$ cat config.mk
export PLATFORM = sky130hd
export DESIGN_NAME = sw_debounce_mode
export DESIGN_NICKNAME = d
export VERILOG_FILES = /design/src/rtl/sw_debounce_mode.sv
export SDC_FILE = /design/constraint.sdc
export NUM_CORES = 1
export LEC_CHECK = 0
export BUFFER_PORTS_ARGS = -buffer_cell sky130_fd_sc_hd__buf_2
export CORE_ASPECT_RATIO = 1.5
export CORE_MARGIN = 8
export CORE_UTILIZATION = 40
export CTS_CLUSTER_SIZE = 28
export DETAILED_ROUTE_END_ITERATION = 7
export GPL_TIMING_DRIVEN = 1
export HOLD_SLACK_MARGIN = 0.08
export PLACE_DENSITY = 0.59
export SYNTH_ARGS = -nofsm -noshare
export SYNTH_HDL_FRONTEND = slang
export SYNTH_SLANG_ARGS = --single-unit
$ cat constraint.sdc
create_clock -name i_clk -period 3.3 [get_ports i_clk]
set_input_delay 0.165 -clock i_clk [delete_from_list [all_inputs] [get_ports i_clk]]
set_output_delay 0.165 -clock i_clk [all_outputs]
set_load 0.02 [all_outputs]
$ cat src/rtl/sw_debounce_mode.sv
// sw_debounce_mode: synchronise, debounce and one-hot validate the four slide switches
// before they reach the LED pattern FSM.
module sw_debounce_mode #(
    parameter int DEBOUNCE_CYCLES = 1_000_000
) (
    input  logic       i_clk,
    input  logic       i_rst,
    input  logic [3:0] i_sw_raw,
    output logic [3:0] o_sw,
    output logic [3:0] o_mode,
    output logic       o_mode_chg,
    output logic       o_err
);
    localparam int CW = $clog2(DEBOUNCE_CYCLES) + 1;
    localparam logic [CW-1:0] LAST = CW'(DEBOUNCE_CYCLES - 1);
    logic [3:0] s1, s2;
    logic [CW-1:0] cnt [4];
    logic [2:0] ones;
    logic [3:0] next_mode;
    logic next_err;
    always_ff @(posedge i_clk or posedge i_rst) begin
        if (i_rst) begin
            s1 <= 4'b0000;
            s2 <= 4'b0000;
        end else begin
            s1 <= i_sw_raw;
            s2 <= s1;
        end
    end
    // any return to the debounced value restarts the full interval
    always_ff @(posedge i_clk or posedge i_rst) begin
        if (i_rst) begin
            o_sw <= 4'b0000;
            for (int b = 0; b < 4; b++) cnt[b] <= '0;
        end else begin
            for (int b = 0; b < 4; b++) begin
                if (s2[b] == o_sw[b]) cnt[b] <= '0;
                else if (cnt[b] == LAST) begin
                    o_sw[b] <= s2[b];
                    cnt[b] <= '0;
                end else cnt[b] <= cnt[b] + 1'b1;
            end
        end
    end
    always_comb begin
        ones = 3'($countones(o_sw));
        next_mode = (ones == 3'd1) ? o_sw : 4'b0000;
        next_err = ones > 3'd1;
    end
    always_ff @(posedge i_clk or posedge i_rst) begin
        if (i_rst) begin
            o_mode <= 4'b0000;
            o_err <= 1'b0;
            o_mode_chg <= 1'b0;
        end else begin
            o_mode <= next_mode;
            o_err <= next_err;
            o_mode_chg <= next_mode != o_mode;
        end
    end
endmodule

## Yosys cells after proc, flatten, opt, wreduce, memory -nomap -nowiden

Index checks and enable logic that the tools add are counted.

| operators by class | value |
|---|---|
| multiplexer cells | 9 |
| $lt $le $gt $ge | 1 |
| bitwise gates (word level) | 4 |
| div/mod/pow operators | 0 |
| reduce and logical (&&, ||, !) cells | 4 |
| shifts and indexed selects | 0 |
| eq/ne operators | 10 |
| $add $sub $neg | 7 |
| multipliers | 0 |

Operators with widths:

| cell | count |
|---|---|
| $mux 21 | 8 |
| $add 21x1->21 const B | 4 |
| $eq 21x20->1 const B | 4 |
| $reduce_and 2->1 | 4 |
| $add 1x1->2 | 2 |
| $eq 1x1->1 | 4 |
| $mux 4 | 1 |
| $ne 4x4->1 | 1 |
| $not 1->1 | 4 |
| $add 2x2->3 | 1 |
| $eq 3x1->1 const B | 1 |
| $gt 3x1->1 const B | 1 |

| word-level totals | value |
|---|---|
| bits in registers | 102 |
| logic and storage cells | 48 |
| memory bits (writable) | 0 |
| input bits | 6 |
| bits in latches | 0 |
| bits in read-only memories | 0 |
| memories | 0 |

## Longest topological paths before layout

Gate-level depths: netlist (run 1).

| logic depth | value |
|---|---|
| depth after elaboration | 5 |
| depth in mapped cells | 11 |
| depth with buffers taken out | 10 |

## Worst setup path before layout (run 1)

Ideal clock, no wire load.

| timing | value |
|---|---|
| path kind | flip-flop to flip-flop |
| from | register o_sw[3] |
| to | register o_mode_chg |
| period minus slack after synthesis | 2.573 ns |
| setup time | 0.127 ns |
| slack | 0.727 ns |
| data arrival time | 2.446 ns |
| data required time | 3.173 ns |
| stages on the path, launching flop included | 12 |
| path through | dfrtp_1 clkbuf_1 inv_1 fa_1 inv_1 ha_1 inv_1 ha_1 nor3b_1 and2_1 xnor2_1 nand3_1 |

| between the ends | value |
|---|---|
| cells in the longest elaborated chain, start to end | 5 |

Ends and longest elaborated chain:

| what | line | RTL |
|---|---|---|
| from (decl) | 9 | `output logic [3:0] o_sw,` |
| from (signal, indexed assignment) | 39 | `o_sw[b] <= s2[b];` |
| $add 1x1->2 (implied by the code) | 46 | `ones = 3'($countones(o_sw));` |
| $add 2x2->3 (implied by the code) | 46 |  |
| $eq 3x1->1 | 47 | `next_mode = (ones == 3'd1) ? o_sw : 4'b0000;` |
| $mux 4 | 47 |  |
| via next_mode[0] | 19 | `logic [3:0] next_mode;` |
| $ne 4x4->1 | 58 | `o_mode_chg <= next_mode != o_mode;` |
| to (signal assigned) | 58 |  |
| to (decl) | 11 | `output logic o_mode_chg,` |

The timed path passes the listed nets, and every way through them passes these cells.
A chain may end at the register's enable or synchronous reset.

## Worst setup path after layout (run 1)

Same ends and word-level chain as after synthesis.

==> impl_results.md, run 1 <==
* Crit path cell chain: inv_1 -> fa_1 -> inv_1 -> ha_1 -> inv_1 -> ha_1 -> nor3b_1 -> and2_1 -> xnor2_1 -> nand3_1
* Layout fillers at around 1,200
* Startpoint class of the critical path: flop
* Register area share after synthesis at between 50 and 60%
* Post-CTS sizing at 0
* Yosys cell types at 40
* Worst Setup Path Type: flop to flop
* Top delay family on crit path: adder cells
* Number of buffers on the longest clock path at 2
* Final wirelength at 9260 um
* Die W at around 110 um
* Sequential cell area at 2550 um^2
* CP max-delay cell: fa_1
* Synth Warn # at 0
* Vias at about 3,500
* Outcome: complete, no violations
* Detailed-route DRC error count at 0
* Remaining antenna violation count at 0
* Max cap viols at 0
* Non-Filler Instances at slightly below 700
* Worst EP arrival at roughly 2.8 ns
* CTS Buf Count at 9
* Final weighted congestion in routability-driven placement at 0.751
* Yosys reg bits at 102
* CTS Sinks at approximately 100
* Layout area overhead at 11.8%
* Layout Nets at ~530
* Largest net degree at the start of global routing at 63
* Post-synth EDFFs at 0
* Final period util at between 70 and 80%
* RSZ-0062 raised after global routing: no
* CORE AREA at 12,000 um^2
* Die height at ~150 um
* Async SR Flop Fraction at between 90% and 100%
* Place WS at just over 0.7 ns
* Sw Ratio at roughly a quarter
* Syn Inst Count at 493
* Top_reg_cell synth: dfrtp_1
* Commonest cells in the synthesized netlist: 102 x dfrtp_1, 75 x nor2_1, 47 x xnor2_1, 27 x inv_1, 25 x nand2_1
* Clock power share at 43.6%
* Number of global-route vias before repair at 3,574
* Cell area after layout at roughly 5500 um^2
* Rows at 49
* DPL Wire Length at around 6500 um
* Worst vdd ir at ~230 uV
* Count leader, synth: dfrtp_1
* Combinational power share at 3.1%
* Int Power at approximately 1.8 mW
* Setup violators final at 0
* Worst-path fanout max at 8
* First-pass GRT wire length at between 15,000 and 20,000 um
* Initial antenna violation count at 0
* Slew @ Worst Pin at 0.990 ns
* Initial drt markers at 85
* CP peak stage delay at a little under 0.5 ns
* Synth Cell Area at just under 5000 um^2
* Layout cells sized above 1 at 9.42%
* Crit. End Element: flop
* Static Leakage at ~2.3 nW
* Gr usage total at roughly 13%
* Fin worst setup slack at around 0.74 ns
* Pwr Density at between 400 and 500 nW/um^2
* Diode count at 0
* Worst-Skew Late Latency at 0.36 ns
* CTS tree: yes
* Worst slew margin at between 30% and 40%
* GRT overflow at 0
* H-tree levels at 3
* Syn nets at just over 500
* Clk root buf: clkbuf_16
* NetSw at between 500 and 600 uW
* CP dominant cell by count: inv_1
* Total Power at 2.41 mW
* Synth area leader: dfrtp_1
* Final min period at 2.56 ns
* Initial Util at 41.0%
* CP required at between 3 and 4 ns
* Buffers & Inverters on Critical Path at 3
* Yosys top cell area share at about half
* Avg WL per Cell at 13.8 um
* Mapped Avg Cell Area at around 10 um^2
* Placed insts at approximately 650
* Area of the die at around 16,000 um^2
* FMAX at 0.390 GHz
* Avg Vias per Cell at 5.23
* I/O Pins at 16
* Max Clock Skew at about 0.013 ns
* I/O Buffers at 15
* Placed Area at between 5000 and 6000 um^2
* Footprint of the multi-input gates at approximately 2200 um^2
* Setup TNS Final at 0 ns
* HP Class: flop to flop
* Sequential Power Share at 53.2%
* Final max-slew violation count at 0
* Hold Fails Final Rpt at 0
* Clock-pin slew of the registers on the worst-case setup and hold paths at about 0.07 ns
* DRT Pass-1 Iters at 4
* Synth top area cells: dfrtp_1 52%, xnor2_1 8.4%, nor2_1 5.7%, nand4_1 2.8%, xor2_1 2.7%
[repair_timing]
item,in CTS,in global routing
hold buffers,5,0
hold endpoints to repair,64,0
buffers inserted,0,0
[metal layers]
layer  share of wire (%)  vias up  GRT usage (%)  routed length, um
li1                    -     1770              -                  -
met1                  45     1706           15.5               4200
met2                  50       32           20.5               4640
met3                 3.1        9           3.13                284
met4                 1.5        0           4.65                141
met5                   0        -              0                  0
[registers in the layout (all words and copies together) (netlist names)]
| register | cells |
|---|---|
| cnt | 84 |
| o_mode | 4 |
| o_sw | 4 |
| s1 | 4 |
| s2 | 4 |
| o_err | 1 |
| o_mode_chg | 1 |
[cell families after synthesis]
group / count (synthesis) / synth area share [%]
muxes: 4 / 0.914
AOI/OAI and AO/OA: 48 / 5.99
buffers and inverters: 38 / 2.97
DFF: 102 / 51.8
and+or+nand+nor: 231 / 25.2
xor gates and xnor gates: 62 / 11.0
adders and majority gates: 8 / 2.18
[power groups by stage]
stage	sequential (mW)	combinational [mW]	clock (mW)
after detailed placement	1.31	0.0741	0
after floorplan	1.30	0.0548	0
after global placement	1.31	0.0734	0
after CTS	1.28	0.0789	1.08
after global routing	1.29	0.0896	1.12
final	1.28	0.0753	1.05
[worst paths after layout]
kind | cells past startpoint | start | end | slack, ns
max | 10 | o_sw[3] | o_mode_chg | 0.74
min | 0 | s1[1] | s2[1] | 0.35
max reg2reg | 10 | o_sw[3] | o_mode_chg | 0.74
min reg2reg | 0 | s1[1] | s2[1] | 0.35
max in group asynchronous | 4 | i_rst | cnt[56] | 2.00
min in group asynchronous | 3 | i_rst | cnt[58] | 0.50
[layout make-up]
cell class / instances / share of cell area (%)
Clock buffer: 10 / 4.34
Clock inverter: 6 / 0.954
Inverter: 27 / 1.88
Multi-Input combinational cell: 353 / 40.5
Sequential cell: 102 / 46.3
Tap cell: 153 / 3.47
Timing Repair Buffer: 22 / 2.54
[placed cells by master (no fill, tap or decap), drive strengths merged]
cell type / synthesis / layout
clkinv: 0 / 3
o31ai: 3 / 3
dfrtp: 102 / 102
nand3b: 1 / 1
and4: 7 / 7
a22o: 1 / 1
a21oi: 21 / 21
fa: 1 / 1
dlygate4sd3: 0 / 5
ha: 7 / 7
nor3: 15 / 15
nor2: 75 / 75
o41ai: 1 / 1
or3: 14 / 14
buf: 3 / 17
nor3b: 1 / 1
and3: 3 / 3
or2: 1 / 1
nand4b: 3 / 3
nand3: 25 / 25
mux2: 4 / 4
and4b: 1 / 1
or4: 10 / 10
and2: 4 / 4
nor2b: 1 / 1
nor4b: 2 / 2
nor4bb: 2 / 2
o21ai: 16 / 16
a41o: 1 / 1
xnor2: 47 / 47
clkbuf: 8 / 10
o22ai: 1 / 1
nand4: 25 / 25
inv: 27 / 30
nand2: 25 / 25
xor2: 15 / 15
nor4: 16 / 16
a31o: 4 / 4
[stage by stage]
stage	utilization, %	hold WS, ns
finish	45.9	0.352
global route	45.9	0.362
CTS	45.9	0.356
detailed placement	43.0	0.274
global placement	43.0	0.273
floorplan	-	0.196
Power figures use the tool's default switching activity.
==> inputs of run 2 (changes only) <==
ABC_AREA = 1   (was default)
clock period = 2.5 ns   (was 3.3 ns; I/O delays follow)
==> run 2 against run 1 <==
  * Via count is 23% higher
  * Non-clock buffer count is 4 higher
  * Cell area is 13% higher
  * Fmax is 13% higher
  * Clock power is 36% higher
  * Synthesized cell count is 41% higher
  * Setup slack worse by 0.50 ns
  * Core utilization is 0.26 points higher
  * Critical endpoint unchanged
==> impl_results.md, run 2 <==
* Outcome: complete, no violations
* Clock-pin slew of the registers on the worst-case setup and hold paths at 0.07 ns (about the same)
* Initial Util at 41.0% (about the same)
* CTS Sinks at 102 (unchanged)
* Total Power at 3.24 mW (+34%)
* Layout fillers at 1,346 (+12%)
* Post-CTS sizing at 0 (unchanged)
* Initial antenna violation count at 0 (unchanged)
* H-tree levels at 3 (unchanged)
* I/O Buffers at 15 (unchanged)
* CP required at 2.74 ns (-0.79 ns)
* Avg Vias per Cell at 4.84 (-7.4%)
* I/O Pins at 16 (unchanged)
* Layout cells sized above 1 at 11.9% (+2.4 points)
* Sequential Power Share at 52.1% (-1.1 points)
* Commonest non-fill, non-tap cell in the layout: nor2_1
* CORE AREA at 13,500 um^2 (+12%)
* Placed Area at 5860 um^2 (+13%)
* Layout Nets at 743 (+40%)
* Sw Ratio at 22.2% (-1.6 points)
* Mux share of post-synthesis cell area at 0% (-0.91 points)
* Async SR Flop Fraction at 100% (unchanged)
* Postcts setup bufs at 0 (unchanged)
* Syn Inst Count at 696 (+41%)
* Synth top area cells: dfrtp_1 46%, nor2_1 11%, nand2_1 8.2%, nand3_1 6.1%, inv_1 5.3%
* HP Class: flop to flop
* Commonest cells after routing, fill and taps aside: 162 x nor2_1, 120 x nand2_1, 102 x dfrtp_1
* Combinational power share at 3.6% (+0.5 points)
* Top_reg_cell synth: dfrtp_1
* Static Leakage at 2.83 nW (+25%)
* Vias at 4,338 (+23%)
* Clock power share at 44.2% (+0.6 points)
* Register area share after synthesis at 46.2% (-5.6 points)
* Startpoint class of the critical path: flop
* Final min period at 2.26 ns (-0.303 ns)
* Yosys top cell area share at 46.2% (-5.6 points)
* Area of the die at 17,900 um^2 (+10%)
* Final period util at 90.4% (+13 points)
* Die height at 160 um (+5.2%)
* Yosys reg bits at 102 (unchanged)
* DRT Pass-1 Iters at 4 (unchanged)
* Detailed-route DRC error count at 0 (unchanged)
* Rows at 52 (+6.1%)
* Pwr Density at 521 nW/um^2 (+19%)
* Worst Setup Path Type: flop to flop
* Footprint of the multi-input gates at 2650 um^2 (+19%)
* Int Power at 2.52 mW (+37%)
* Max Clock Skew at 0.00854 ns (-0.00441 ns)
* Yosys cell types at 25 (-38%)
* CTS Buf Count at 9 (unchanged)
* DPL Wire Length at 8770 um (+34%)
* Final max-slew violation count at 0 (unchanged)
* Largest family of logic cells by synthesized area: simple AND/OR/NAND/NOR gates
* Hold Fails Final Rpt at 0 (unchanged)
* Utilization after layout at 46.1% (+0.26 points)
* Largest net degree at the start of global routing at 37 (-41%)
* # hold bufs at CTS at 5 (unchanged)
* Die W at 112 um (+5.0%)
* GRT overflow at 0 (unchanged)
* RSZ-0062 raised after global routing: no
* Diode count at 0 (unchanged)
* Synth Area in Compound Gates at 1.63% (-4.4 points)
* Slew @ Worst Pin at 0.848 ns (-0.142 ns)
* Number of buffers on the longest clock path at 2 (unchanged)
* Max cap viols at 0 (unchanged)
* Commonest cells in the synthesized netlist: 162 x nor2_1, 120 x nand2_1, 102 x dfrtp_1, 78 x inv_1, 67 x nand3_1
* First-pass GRT wire length at 20,400 um (+21%)
* Synth Warn # at 0 (unchanged)
* Post-Synth XOR/XNOR Area at 7.93% (-3.1 points)
* Avg WL per Cell at 12.9 um (-5.9%)
* Adder-cell share of the synthesized area at 1.95% (-0.23 points)
* Worst EP arrival at 2.50 ns (-0.29 ns)
* Worst-Skew Late Latency at 0.35 ns (about the same)
* CTS tree: yes
* Synth Area in Simple Gates at 36.4% (+11 points)
* Layout area overhead at 12.4%
* NetSw at 720 uW (+26%)
* Synth area leader: dfrtp_1
* Final wirelength at 11,600 um (+25%)
* Crit. End Element: flop
* Worst slew margin at 43.3% (+9.6 points)
* Mapped Avg Cell Area at 7.94 um^2 (-21%)
* Final weighted congestion in routability-driven placement at 0.852 (+14%)
* Worst-path fanout max at 4 (-4)
* Sequential cell area at 2550 um^2 (unchanged)
* Initial drt markers at 98 (+15%)
* Syn nets at 710 (+40%)
* Clk root buf: clkbuf_16
* Setup violators final at 0 (unchanged)
* Synth Cell Area at 5520 um^2 (+12%)
* Max reg flops at 84 (unchanged)
* Count leader, synth: nor2_1
* Cell area after layout at 6210 um^2 (+13%)
* Setup TNS Final at 0 ns (unchanged)
* Remaining antenna violation count at 0 (unchanged)
* Number of global-route vias before repair at 4,480 (+25%)
* Worst vdd ir at 299 uV (+30%)
* Post-synth EDFFs at 0 (unchanged)
* FMAX at 0.442 GHz (+13%)
* Gr usage total at 13.9% (+1.4 points)
* Biggest register: cnt
## run 2: cell count changes in the layout (fill, tap and decap cells not counted), moves of 14 or more
cell and change:
inv_1 +51, nand2_1 +95, nand2_2 +14, nand3_1 +43, nor2_1 +87, nor2_4 +16
nor4_1 -15, o21ai_0 -15, or3_1 -14, xnor2_1 -27, xor2_1 +15
## run 2: critical path, cell delays in order (launching register included)
cell and delay, ns:
dfrtp_1 0.38, inv_1 0.10, fa_1 0.54, inv_1 0.04, ha_1 0.18, inv_1 0.06, ha_1 0.21, nand3b_1 0.21
nor2_1 0.19, xor2_1 0.09, nor2_1 0.09, nand2_1 0.06
## run 2: path summary, 6_finish.rpt
check	start	to	slack [ns]	cells after the start
worst max register to register	o_sw[0]	o_mode_chg	0.24	11
min in group asynchronous	i_rst	cnt[47]	0.49	3
max in group asynchronous	i_rst	cnt[9]	1.38	4
worst min register to register	s1[3]	s2[3]	0.35	0
worst min-delay path	s1[3]	s2[3]	0.35	0
worst max-delay path	o_sw[0]	o_mode_chg	0.24	11
## run 2: cells by family after synthesis
kind of cell               count (synthesis)
and+or+nand+nor                          431
DFF                                      102
buffers and inverters                     87
xor gates and xnor gates                  50
AOI/OAI and AO/OA                         18
adders and majority gates                  8
## run 2: layout make-up
type | instances | area share (%)
Clock buffer | 11 | 3.91
Clock inverter | 5 | 0.927
Inverter | 83 | 5.08
Multi-Input combinational cell | 507 | 42.6
Sequential cell | 102 | 41.1
Tap cell | 162 | 3.26
Timing Repair Buffer | 26 | 3.14
## run 2: layer usage
layer / track usage [%] / up-vias / part of all wire [%]
met5: 0 / - / 0
met4: 5.85 / 0 / 1.9
met3: 3.40 / 17 / 3.5
met2: 25.3 / 57 / 52
met1: 15.1 / 2026 / 42
li1: - / 2238 / -
## run 2: power by group through the flow
stage | logic [mW] | registers (mW) | clock network, mW
after global routing | 0.137 | 1.69 | 1.56
after CTS | 0.123 | 1.69 | 1.49
after detailed placement | 0.117 | 1.72 | 0
final | 0.118 | 1.69 | 1.43
after floorplan | 0.0748 | 1.72 | 0
after global placement | 0.115 | 1.72 | 0
## run 2: metrics by stage
stage	cells	setup WS [ns]	hold WS (ns)
floorplan	696	0.233	0.156
global placement	875	0.313	0.233
detailed placement	875	0.212	0.234
CTS	896	0.205	0.351
global route	896	0.0193	0.352
finish	896	0.240	0.350
==> inputs of run 3 (changes only) <==
ABC_AREA = default   (was 1)
==> run 3 against run 2 <==
  * Register-to-register slack worse by 0.06 ns
  * Sequential power about the same
  * Via count down 16%
  * Sequential cell count unchanged
  * Sequential share of layout area up 4.1 points
  * Global-route usage down 1.2 points
  * Clock power up 8%
  * Combinational power down 10%
  * First-iteration DRC count down 28%
  * Final cell count down 24%
  * Largest power group unchanged
==> impl_results.md, run 3 (synthesis gave the netlist of run 1 again) <==
* Final min period at 2.32 ns (+0.0584 ns)
* Avg WL per Cell at 13.9 um (+7.7%)
* Clock-pin slew of the registers on the worst-case setup and hold paths at 0.06 ns (about the same)
* Layout area overhead at 14.6%
* RSZ-0062 raised after global routing: no
* Clk root buf: clkbuf_16
* Fin worst setup slack at 0.182 ns (-0.0584 ns)
* Post-CTS sizing at 0 (unchanged)
* DRT Pass-1 Iters at 4 (unchanged)
* CP dominant cell by count: inv_1
* I/O Pins at 16 (unchanged)
* Routed wl met2 at 4870 um (-19%)
* Worst vdd ir at 325 uV (+8.7%)
* HP Class: flop to flop
* Hold Fails Final Rpt at 0 (unchanged)
* I/O Buffers at 15 (unchanged)
* Avg Vias per Cell at 5.36 (+11%)
* Remaining antenna violation count at 0 (unchanged)
* Final period util at 92.7% (+2.3 points)
* Die W at 107 um (-4.7%)
* CTS Buf Count at 9 (unchanged)
* Number of buffers on the longest clock path at 2 (unchanged)
* FMAX at 0.431 GHz (-2.5%)
* Max Clock Skew at 0.00600 ns (-0.00254 ns)
* Max cap viols at 0 (unchanged)
* Layout cells sized above 1 at 11.1% (-0.72 points)
* Detailed-route DRC error count at 0 (unchanged)
* CTS Sinks at 102 (unchanged)
* Largest net degree at the start of global routing at 42 (+14%)
* Worst-path fanout max at 6 (+2)
* Place WS at 0.151 ns (-0.0617 ns)
* Worst-Skew Late Latency at 0.34 ns (about the same)
* CORE AREA at 12,000 um^2 (-11%)
* Final wirelength at 9520 um (-18%)
* Placed Area at 5260 um^2 (-10%)
* Postcts setup bufs at 0 (unchanged)
* H-tree levels at 3 (unchanged)
* Rows at 49 (-5.8%)
* Setup violators final at 0 (unchanged)
* DPL Wire Length at 6890 um (-21%)
* Outcome: complete, no violations
* Setup TNS Final at 0 ns (unchanged)
* Crit. End Element: flop
* Max reg flops at 84 (unchanged)
* Crit path cell chain: inv_1 -> fa_1 -> inv_1 -> ha_1 -> inv_1 -> ha_1 -> nor3b_2 -> and2_1 -> xnor2_1 -> nand3_1
* DR WL met3 at 244 um (-41%)
* Number of global-route vias before repair at 3,730 (-17%)
* Initial antenna violation count at 0 (unchanged)
* Worst slew margin at 40.5% (-2.9 points)
* Initial drt markers at 71 (-28%)
* CP max-delay cell: fa_1
* Commonest cells after routing, fill and taps aside: 102 x dfrtp_1, 75 x nor2_1, 47 x xnor2_1
* Startpoint class of the critical path: flop
* First-pass GRT wire length at 17,000 um (-17%)
* Final max-slew violation count at 0 (unchanged)
* Die height at 152 um (-5.0%)
* CTS tree: yes
* Biggest register: cnt
* Commonest non-fill, non-tap cell in the layout: dfrtp_1
* Cell area after layout at 5650 um^2 (-9.1%)
* Pwr Density at 591 nW/um^2 (+13%)
* Static Leakage at 2.34 nW (-17%)
* CP peak stage delay at 0.52 ns (-0.02 ns)
* Initial Util at 41.0% (about the same)
* Vias at 3,661 (-16%)
* Worst EP arrival at 2.54 ns (+0.04 ns)
* CP required at 2.72 ns (-0.02 ns)
* # hold bufs at CTS at 5 (unchanged)
* Utilization after layout at 47.0% (+0.88 points)
* Wl on met1 at 4160 um (-15%)
* Final weighted congestion in routability-driven placement at 0.801 (-6.0%)
* Worst Setup Path Type: flop to flop
* Gr usage total at 12.7% (-1.2 points)
* Diode count at 0 (unchanged)
* Slew @ Worst Pin at 0.891 ns (+0.0428 ns)
* Area of the die at 16,200 um^2 (-9.5%)
* Top sig layer: met4
* Layout Nets at 539 (-27%)
* GRT overflow at 0 (unchanged)
[run 3: changes by cell type in the layout (fill, tap and decap cells not counted), moves of 14 or more]
cell,previous run,this run
inv_1,77,26
nand3_1,67,24
nor2_4,16,0
nor2_1,162,75
o21ai_0,1,16
xnor2_1,20,47
nand2_1,120,25
xor2_1,30,15
nor4_1,0,15
or3_1,0,14
nand2_2,14,0
[run 3: per-layer routing]
metal | track usage (%) | vias to the layer above
li1 | - | 1795
met1 | 15.1 | 1807
met2 | 21.3 | 42
met3 | 2.07 | 17
met4 | 6.73 | 0
met5 | 0 | -
[run 3: critical path: cells and delay by family, from the launching register on]
| kind | cells | cell delay, ns |
|---|---|---|
| buffers and inverters | 3 | 0.16 |
| xor gates and xnor gates | 1 | 0.13 |
| and+or+nand+nor | 3 | 0.64 |
| adders and majority gates | 3 | 0.92 |
| DFF | 1 | 0.34 |
[run 3: worst paths after layout]
kind	start	end	slack (ns)	cells after the start
worst max-delay path	o_sw[0]	o_mode_chg	0.18	10
worst min-delay path	s1[0]	s2[0]	0.35	0
worst max register to register	o_sw[0]	o_mode_chg	0.18	10
worst min register to register	s1[0]	s2[0]	0.35	0
max in group asynchronous	i_rst	cnt[41]	1.31	4
min in group asynchronous	i_rst	cnt[21]	0.52	3
[run 3: area by class of cell]
class / instances / area, um^2
fill: 1184 / 6370
timing repair buffer: 32 / 228
tap: 153 / 191
inverter: 27 / 105
sequential: 102 / 2550
clock inverter: 3 / 65.1
clock buffer: 13 / 270
multi-input combinational: 353 / 2240
[run 3: metrics by stage]
step / hold slack [ns] / total power [mW] / instances
floorplan: 0.156 / 1.79 / 493
CTS: 0.350 / 3.39 / 683
detailed placement: 0.234 / 1.83 / 662
global placement: 0.233 / 1.83 / 662
global route: 0.367 / 3.46 / 683
finish: 0.349 / 3.34 / 683
[run 3: report_power, final]
group | leakage (nW) | switching (mW) | internal [mW]
registers | 1.40 | 0.0215 | 1.67
logic | 0.775 | 0.0692 | 0.0367
clock network | 0.166 | 0.582 | 0.958
